**src/rtl/adder_share_arbiter.sv**
```systemverilog
// Shares one external 8-bit combinational adder between two valid/ready requesters.
// A transaction runs IDLE (grant) -> ADD (drive adder) -> RESP (hold sum until taken).
module adder_share_arbiter #(
  parameter bit          FIXED_PRIORITY = 1'b0,
  parameter int unsigned COUNT_W        = 16
) (
  input  logic               clk,
  input  logic               rst_n,
  input  logic               req0_valid,
  output logic               req0_ready,
  input  logic [7:0]         req0_a,
  input  logic [7:0]         req0_b,
  input  logic               req1_valid,
  output logic               req1_ready,
  input  logic [7:0]         req1_a,
  input  logic [7:0]         req1_b,
  output logic               resp0_valid,
  input  logic               resp0_ready,
  output logic [7:0]         resp0_sum,
  output logic               resp1_valid,
  input  logic               resp1_ready,
  output logic [7:0]         resp1_sum,
  output logic [7:0]         adder_a,
  output logic [7:0]         adder_b,
  input  logic [7:0]         adder_s,
  output logic               busy,
  output logic [COUNT_W-1:0] done0_cnt,
  output logic [COUNT_W-1:0] done1_cnt
);

  localparam int unsigned DATA_W = 8;

  typedef enum logic [1:0] {
    ST_IDLE = 2'd0,
    ST_ADD  = 2'd1,
    ST_RESP = 2'd2
  } state_e;

  state_e              state_q, state_d;
  logic                owner_q, owner_d;
  logic                ptr_q, ptr_d;
  logic [DATA_W-1:0]   adder_a_q, adder_a_d;
  logic [DATA_W-1:0]   adder_b_q, adder_b_d;
  logic                resp0_valid_q, resp0_valid_d;
  logic                resp1_valid_q, resp1_valid_d;
  logic [DATA_W-1:0]   resp0_sum_q, resp0_sum_d;
  logic [DATA_W-1:0]   resp1_sum_q, resp1_sum_d;
  logic                busy_q, busy_d;
  logic [COUNT_W-1:0]  done0_cnt_q, done0_cnt_d;
  logic [COUNT_W-1:0]  done1_cnt_q, done1_cnt_d;

  logic                grant_vld_c;
  logic                grant_id_c;
  logic                resp_hs_c;

  // Grant: a lone valid wins; on a tie the pointer (or requester 0) wins. Held off in reset.
  always_comb begin
    grant_vld_c = 1'b0;
    grant_id_c  = 1'b0;
    if (rst_n && (state_q == ST_IDLE)) begin
      if (req0_valid && req1_valid) begin
        grant_vld_c = 1'b1;
        grant_id_c  = FIXED_PRIORITY ? 1'b0 : ptr_q;
      end else if (req0_valid) begin
        grant_vld_c = 1'b1;
        grant_id_c  = 1'b0;
      end else if (req1_valid) begin
        grant_vld_c = 1'b1;
        grant_id_c  = 1'b1;
      end
    end
  end

  assign req0_ready = grant_vld_c && !grant_id_c;
  assign req1_ready = grant_vld_c &&  grant_id_c;

  // Only the owner's resp_ready counts, and only while a response is presented.
  assign resp_hs_c = (state_q == ST_RESP) && (owner_q ? resp1_ready : resp0_ready);

  always_comb begin
    state_d       = state_q;
    owner_d       = owner_q;
    ptr_d         = ptr_q;
    adder_a_d     = '0;
    adder_b_d     = '0;
    resp0_valid_d = resp0_valid_q;
    resp1_valid_d = resp1_valid_q;
    resp0_sum_d   = resp0_sum_q;
    resp1_sum_d   = resp1_sum_q;
    done0_cnt_d   = done0_cnt_q;
    done1_cnt_d   = done1_cnt_q;

    case (state_q)
      ST_IDLE: begin
        if (grant_vld_c) begin
          state_d   = ST_ADD;
          owner_d   = grant_id_c;
          // The adder operand registers double as the operand latch for the ADD cycle.
          adder_a_d = grant_id_c ? req1_a : req0_a;
          adder_b_d = grant_id_c ? req1_b : req0_b;
        end
      end
      ST_ADD: begin
        state_d = ST_RESP;
        if (owner_q) begin
          resp1_sum_d   = adder_s;
          resp1_valid_d = 1'b1;
        end else begin
          resp0_sum_d   = adder_s;
          resp0_valid_d = 1'b1;
        end
      end
      ST_RESP: begin
        if (resp_hs_c) begin
          state_d       = ST_IDLE;
          ptr_d         = ~owner_q;
          resp0_valid_d = 1'b0;
          resp1_valid_d = 1'b0;
          if (owner_q) begin
            done1_cnt_d = done1_cnt_q + COUNT_W'(1);
          end else begin
            done0_cnt_d = done0_cnt_q + COUNT_W'(1);
          end
        end
      end
      default: begin
        state_d = ST_IDLE;
      end
    endcase

    busy_d = (state_d != ST_IDLE);
  end

  always_ff @(posedge clk) begin
    if (!rst_n) begin
      state_q       <= ST_IDLE;
      owner_q       <= 1'b0;
      ptr_q         <= 1'b0;
      adder_a_q     <= '0;
      adder_b_q     <= '0;
      resp0_valid_q <= 1'b0;
      resp1_valid_q <= 1'b0;
      resp0_sum_q   <= '0;
      resp1_sum_q   <= '0;
      busy_q        <= 1'b0;
      done0_cnt_q   <= '0;
      done1_cnt_q   <= '0;
    end else begin
      state_q       <= state_d;
      owner_q       <= owner_d;
      ptr_q         <= ptr_d;
      adder_a_q     <= adder_a_d;
      adder_b_q     <= adder_b_d;
      resp0_valid_q <= resp0_valid_d;
      resp1_valid_q <= resp1_valid_d;
      resp0_sum_q   <= resp0_sum_d;
      resp1_sum_q   <= resp1_sum_d;
      busy_q        <= busy_d;
      done0_cnt_q   <= done0_cnt_d;
      done1_cnt_q   <= done1_cnt_d;
    end
  end

  assign adder_a     = adder_a_q;
  assign adder_b     = adder_b_q;
  assign resp0_valid = resp0_valid_q;
  assign resp1_valid = resp1_valid_q;
  assign resp0_sum   = resp0_sum_q;
  assign resp1_sum   = resp1_sum_q;
  assign busy        = busy_q;
  assign done0_cnt   = done0_cnt_q;
  assign done1_cnt   = done1_cnt_q;

endmodule

```
**config.mk**
```make
export PLATFORM = sky130hd
export DESIGN_NAME = adder_share_arbiter
export DESIGN_NICKNAME = d
export VERILOG_FILES = /design/src/rtl/adder_share_arbiter.sv
export SDC_FILE = /design/constraint.sdc
export NUM_CORES = 1
export LEC_CHECK = 0
export CAP_MARGIN = 30
export CORE_UTILIZATION = 35
export CTS_CLUSTER_SIZE = 24
export DETAILED_ROUTE_END_ITERATION = 8
export PLACE_DENSITY = 0.69
export SETUP_SLACK_MARGIN = 0.2
export SLEW_MARGIN = 10
export SYNTH_ARGS = -nofsm -noshare
export SYNTH_HDL_FRONTEND = slang
export SYNTH_SLANG_ARGS = --single-unit
export TNS_END_PERCENT = 50
```
**constraint.sdc**
```tcl
create_clock -name clk -period 5 [get_ports clk]
set_clock_uncertainty 0.2 [all_clocks]
set_input_delay 1 -clock clk [delete_from_list [all_inputs] [get_ports clk]]
set_output_delay 1 -clock clk [all_outputs]
set_load 0.05 [all_outputs]
```
### After elaboration in Yosys (flattened, before gate mapping)

Index checks and enable logic that the tools add are counted.
Widths: inputs -> output; s select.

* add/subtract/negate cells: 2
* equality and inequality tests: 5
* multiplexer cells: 18
* bitwise logic cells: 1
* reductions and logical operators: 18

Operator list (count)
* $add 16x1->16 const B: 2
* $mux 8: 2
* $reduce_and 3->1: 5
* $mux 1: 11
* $reduce_and 2->1: 4
* $ne 2x2->1 const B: 3
* $pmux 2 s3: 1
* $logic_and 1x1->1: 5
* $mux 2: 2
* $pmux 1 s2: 2
* $reduce_bool 2->1: 2
* $eq 2x1->1 const B: 1
* $eq 2x2->1 const B: 1
* $logic_not 2->1: 1
* $logic_not 1->1: 1
* $not 1->1: 1

* flip-flop bits (word level): 71
* output and inout bits: 69
* word-level logic and storage cells: 56

### Logic depth before layout (Yosys ltp)

* depth in word-level cells: 7
* gate-level depth with buffers: 6
* mapped depth without buffers: 5

### Worst setup path after synthesis

No wires, ideal clock.

* path kind: input port to output port
* from: input port rst_n
* to: output port req1_ready
* data arrival time: 2.150 ns
* setup slack: 1.650 ns
* stages: 4
* cell sequence: nor3b_1 -> and3_1 -> buf_2 -> buf_1

* cells in the longest elaborated chain, start to end: 3

RTL lines
* start, declared: line 8 `input logic rst_n,`
* $logic_and 1x1->1 *: line 60 `if (rst_n && (state_q == ST_IDLE)) begin`
* $mux 1: line 60
* $logic_and 1x1->1 *: line 75 `assign req1_ready = grant_vld_c && grant_id_c;`
* end, declared: line 14 `output logic req1_ready,`

Mark *: on every way between the ends. The rest lies on a longest branch, timed or not.

### Final worst setup path

* from: input port rst_n
* to: output port req0_ready

* cells in the longest elaborated chain, start to end: 4

RTL lines
* $logic_and 1x1->1 *: line 60
* $mux 1: line 60
* $logic_not 1->1: line 74 `assign req0_ready = grant_vld_c && !grant_id_c;`
* $logic_and 1x1->1 *: line 74
* end, declared: line 10 `output logic req0_ready,`

Marks and branches as above.

==> impl_results.md <==
- Ys Warns: 0
- Leak: 1.50 nW
- Pwr per Cell Area: 293 nW/µm²
- Port Buffers: ~110
- Initial antenna violation count: 0
- P&R area growth vs syn: 52.0%
- DRT Pass-1 Iters: 4
- Max_cap viols: 0
- Final Max Slew Viols: 0
- Post-CTS Setup Bufs: 0
- Fin worst setup slack: ~1.1 ns
- Rel. slew slack: 45.0%
- Fillers: roughly 670
- Critical-path cell list: clkdlybuf4s50_1, nor3b_1, o21ai_0, nor2_1, buf_4, buf_12
- Final period utilization: about four fifths
- Crit-path slowest cell: clkdlybuf4s50_1
- Placed Area: between 3000 and 4000 µm²
- Worst-Skew Late Latency: ~0.34 ns
- Switch share: 27.2%
- Final instance area: roughly 4200 µm²
- Worst path max stage delay: between 0.7 and 0.8 ns
- H-tree levels: 3
- Register area share after synthesis: around half
- CTS tree: built
- Wire per inst: 13.1 µm
- Commonest non-fill, non-tap cells in the layout: clkdlybuf4s50_1 (112), dfxtp_1 (71), nor2_1 (31)
- Detailed-route DRC error count: 0
- Worst Hold Class: reg2reg
- Flop pwr share: between 40% and 50%
- Pin count of the biggest net entering global routing: 28
- Routed Antenna Nets: 0
- Yosys reg bits: 71
- Die extent in x: between 90 and 100 µm
- Fmax: between 200 and 300 MHz
- Die H: a little over 90 µm
- Crit Path Class: in2out
- First-pass GRT wire length: around 11000 µm
- Worst Path Arrival: between 2 and 3 ns
- Drt initial violations: 94
- WP data required: around 3.8 ns
- Fin Setup TNS: 0 ns
- Synthesized cell area: between 2000 and 3000 µm²
- Number of vias per cell: ~4.9
- Net Sw Power: ~0.33 mW
- Final worst path period need: about 3.9 ns
- Reg2Reg Depth: 4
- Diode count: 0
- Final Hold Viols: 0
- # setup viols final: 0
- Synth cell types: 37
- Core ar.: around 7400 µm²
- Worst Hold Depth: 2
- Internal: between 0.8 and 0.9 mW
- Root Driver: clkbuf_8
- Bufs on Longest Clock Path: 2
- Post-detail-place hpwl: 4870 µm
- Crit path max fanout: 17
- Post-synth ARST share: 0%
- Critical path endpoint category: output pin
- Worst vdd ir: ~0.14 mV
- Synth Net Count: 341
- Hold Worst Slack: about 0.25 ns
- Post_cts resized: 0
- Run status: complete, no violations
- RSZ-0062 raised after global routing: no
- Post-synth EDFFs: 0
- Worst slack, placed: about 1.1 ns
- Final nets: 456
- Total track usage: 16.9%
- Grt ovf: 0
- GPL Wtd Cong: roughly 0.7
- Total clock sinks: 71
- CTS buffer count: 9
- Clk pwr share: around 34%
- Hold buffers post-CTS: 0
- Worst-path clk slew: ~0.070 ns
- Top FF cell, synth: dfxtp_1
- Syn avg cell area: 9.38 µm²
- Via count: 2481
- Vias in the first global route: 2396
- # IOs: 115
- Worst Setup Start Kind: input pin
- Synth Instances: ~300
- Layout cells sized above 1: slightly above 6%
- Multi-input gate area: about 1200 µm²
- Comb power frac: about 17%
- Initial Util: between 30% and 40%
- Register area: approximately 1400 µm²
- Die area: around 8200 µm²
- Overall routed net length: roughly 6700 µm
- Most common cell after layout, fill and taps aside: clkdlybuf4s50_1
- Slew @ Worst Pin: roughly 0.8 ns
- # rows: 31
==> logic make-up after synthesis <==
logic type               Yosys count  synth area share, %
AO/OA/AOI/OAI                     44                 10.4
XOR/XNOR                          19                 6.06
adder cells (fa/ha/maj)            2                0.911
buffers and inverters             20                 2.91
flip-flops                        71                 51.7
multiplexers                      14                 5.15
AND/OR/NAND/NOR                  123                 22.9
==> sequential cells by signal, indices dropped and copies added, names as in the netlist <==
signal       flops
done1_cnt       16
resp0_sum        8
adder_a          8
busy             1
resp1_sum        8
ptr_q            1
resp1_valid      1
state_q          2
done0_cnt       16
adder_b          8
owner_q          1
resp0_valid      1
==> cells in the mapped netlist (all sizes together) (2+ instances only) <==
cell type	number	share of area, %
o21ai	6	1.1
clkbuf	8	1.1
nand2b	6	1.4
inv	6	0.82
or3	7	1.8
mux2i	13	4.7
dfxtp	71	52
nand3	16	2.9
a22o	16	5.1
nor2b	2	0.46
nor4	6	1.4
nor3b	2	0.55
and3	2	0.46
buf	6	1.0
xnor2	15	4.8
ha	2	0.91
nand2	29	4.0
a21oi	20	3.6
nor3	6	1.1
nor2	31	4.2
nand4	7	1.8
xor2	4	1.3
==> critical path, delay by kind of cell <==
kind	cells	cell delay, ns
AOI/OAI and AO/OA	1	0.19
buffers and inverters	3	1.12
and+or+nand+nor	2	0.40
==> stage by stage <==
stage / power, mW / util, % / instances
2_1_floorplan: 0.726 / - / 293
3_3_place_gp: 0.815 / 53.8 / 495
3_5_place_dp: 0.817 / 53.9 / 496
4_1_cts: 1.24 / 56.4 / 511
5_1_grt: 1.27 / 56.4 / 511
6_report: 1.22 / 56.4 / 511
==> path summary, 6_finish.rpt <==
path	start	endpoint	slack [ns]
hold / removal	resp1_valid$_SDFFE_PN0P_	resp1_valid$_SDFFE_PN0P_	0.25
hold reg to reg	resp1_valid$_SDFFE_PN0P_	resp1_valid$_SDFFE_PN0P_	0.25
setup / recovery	rst_n	req0_ready	1.07
setup reg to reg	owner_q$_SDFFE_PN0P_	done1_cnt[15]$_SDFFE_PN0P_	2.51
==> per-layer routing <==
layer	wire length (µm)	GRT usage, %
met3	713	7.24
met5	0	0
met1	2990	20.1
met4	138	8.47
met2	2830	25.8
==> area by class of cell <==
class	count	share of cell area (%)
Sequential cell	71	34.0
Timing Repair Buffer	118	28.2
Clock buffer	12	3.96
Multi-Input combinational cell	202	29.8
Clock inverter	3	0.420
Tap cell	99	2.97
Inverter	6	0.539
==> power groups by stage <==
| stage | Combinational (mW) | Clock, mW | Sequential, mW |
|---|---|---|---|
| 6_report | 0.205 | 0.421 | 0.598 |
| 5_1_grt | 0.218 | 0.455 | 0.600 |
| 4_1_cts | 0.207 | 0.433 | 0.598 |
| 3_5_place_dp | 0.206 | 0 | 0.611 |
| 3_3_place_gp | 0.205 | 0 | 0.610 |
| 2_1_floorplan | 0.0518 | 0 | 0.674 |
Power figures use the tool's default switching activity.
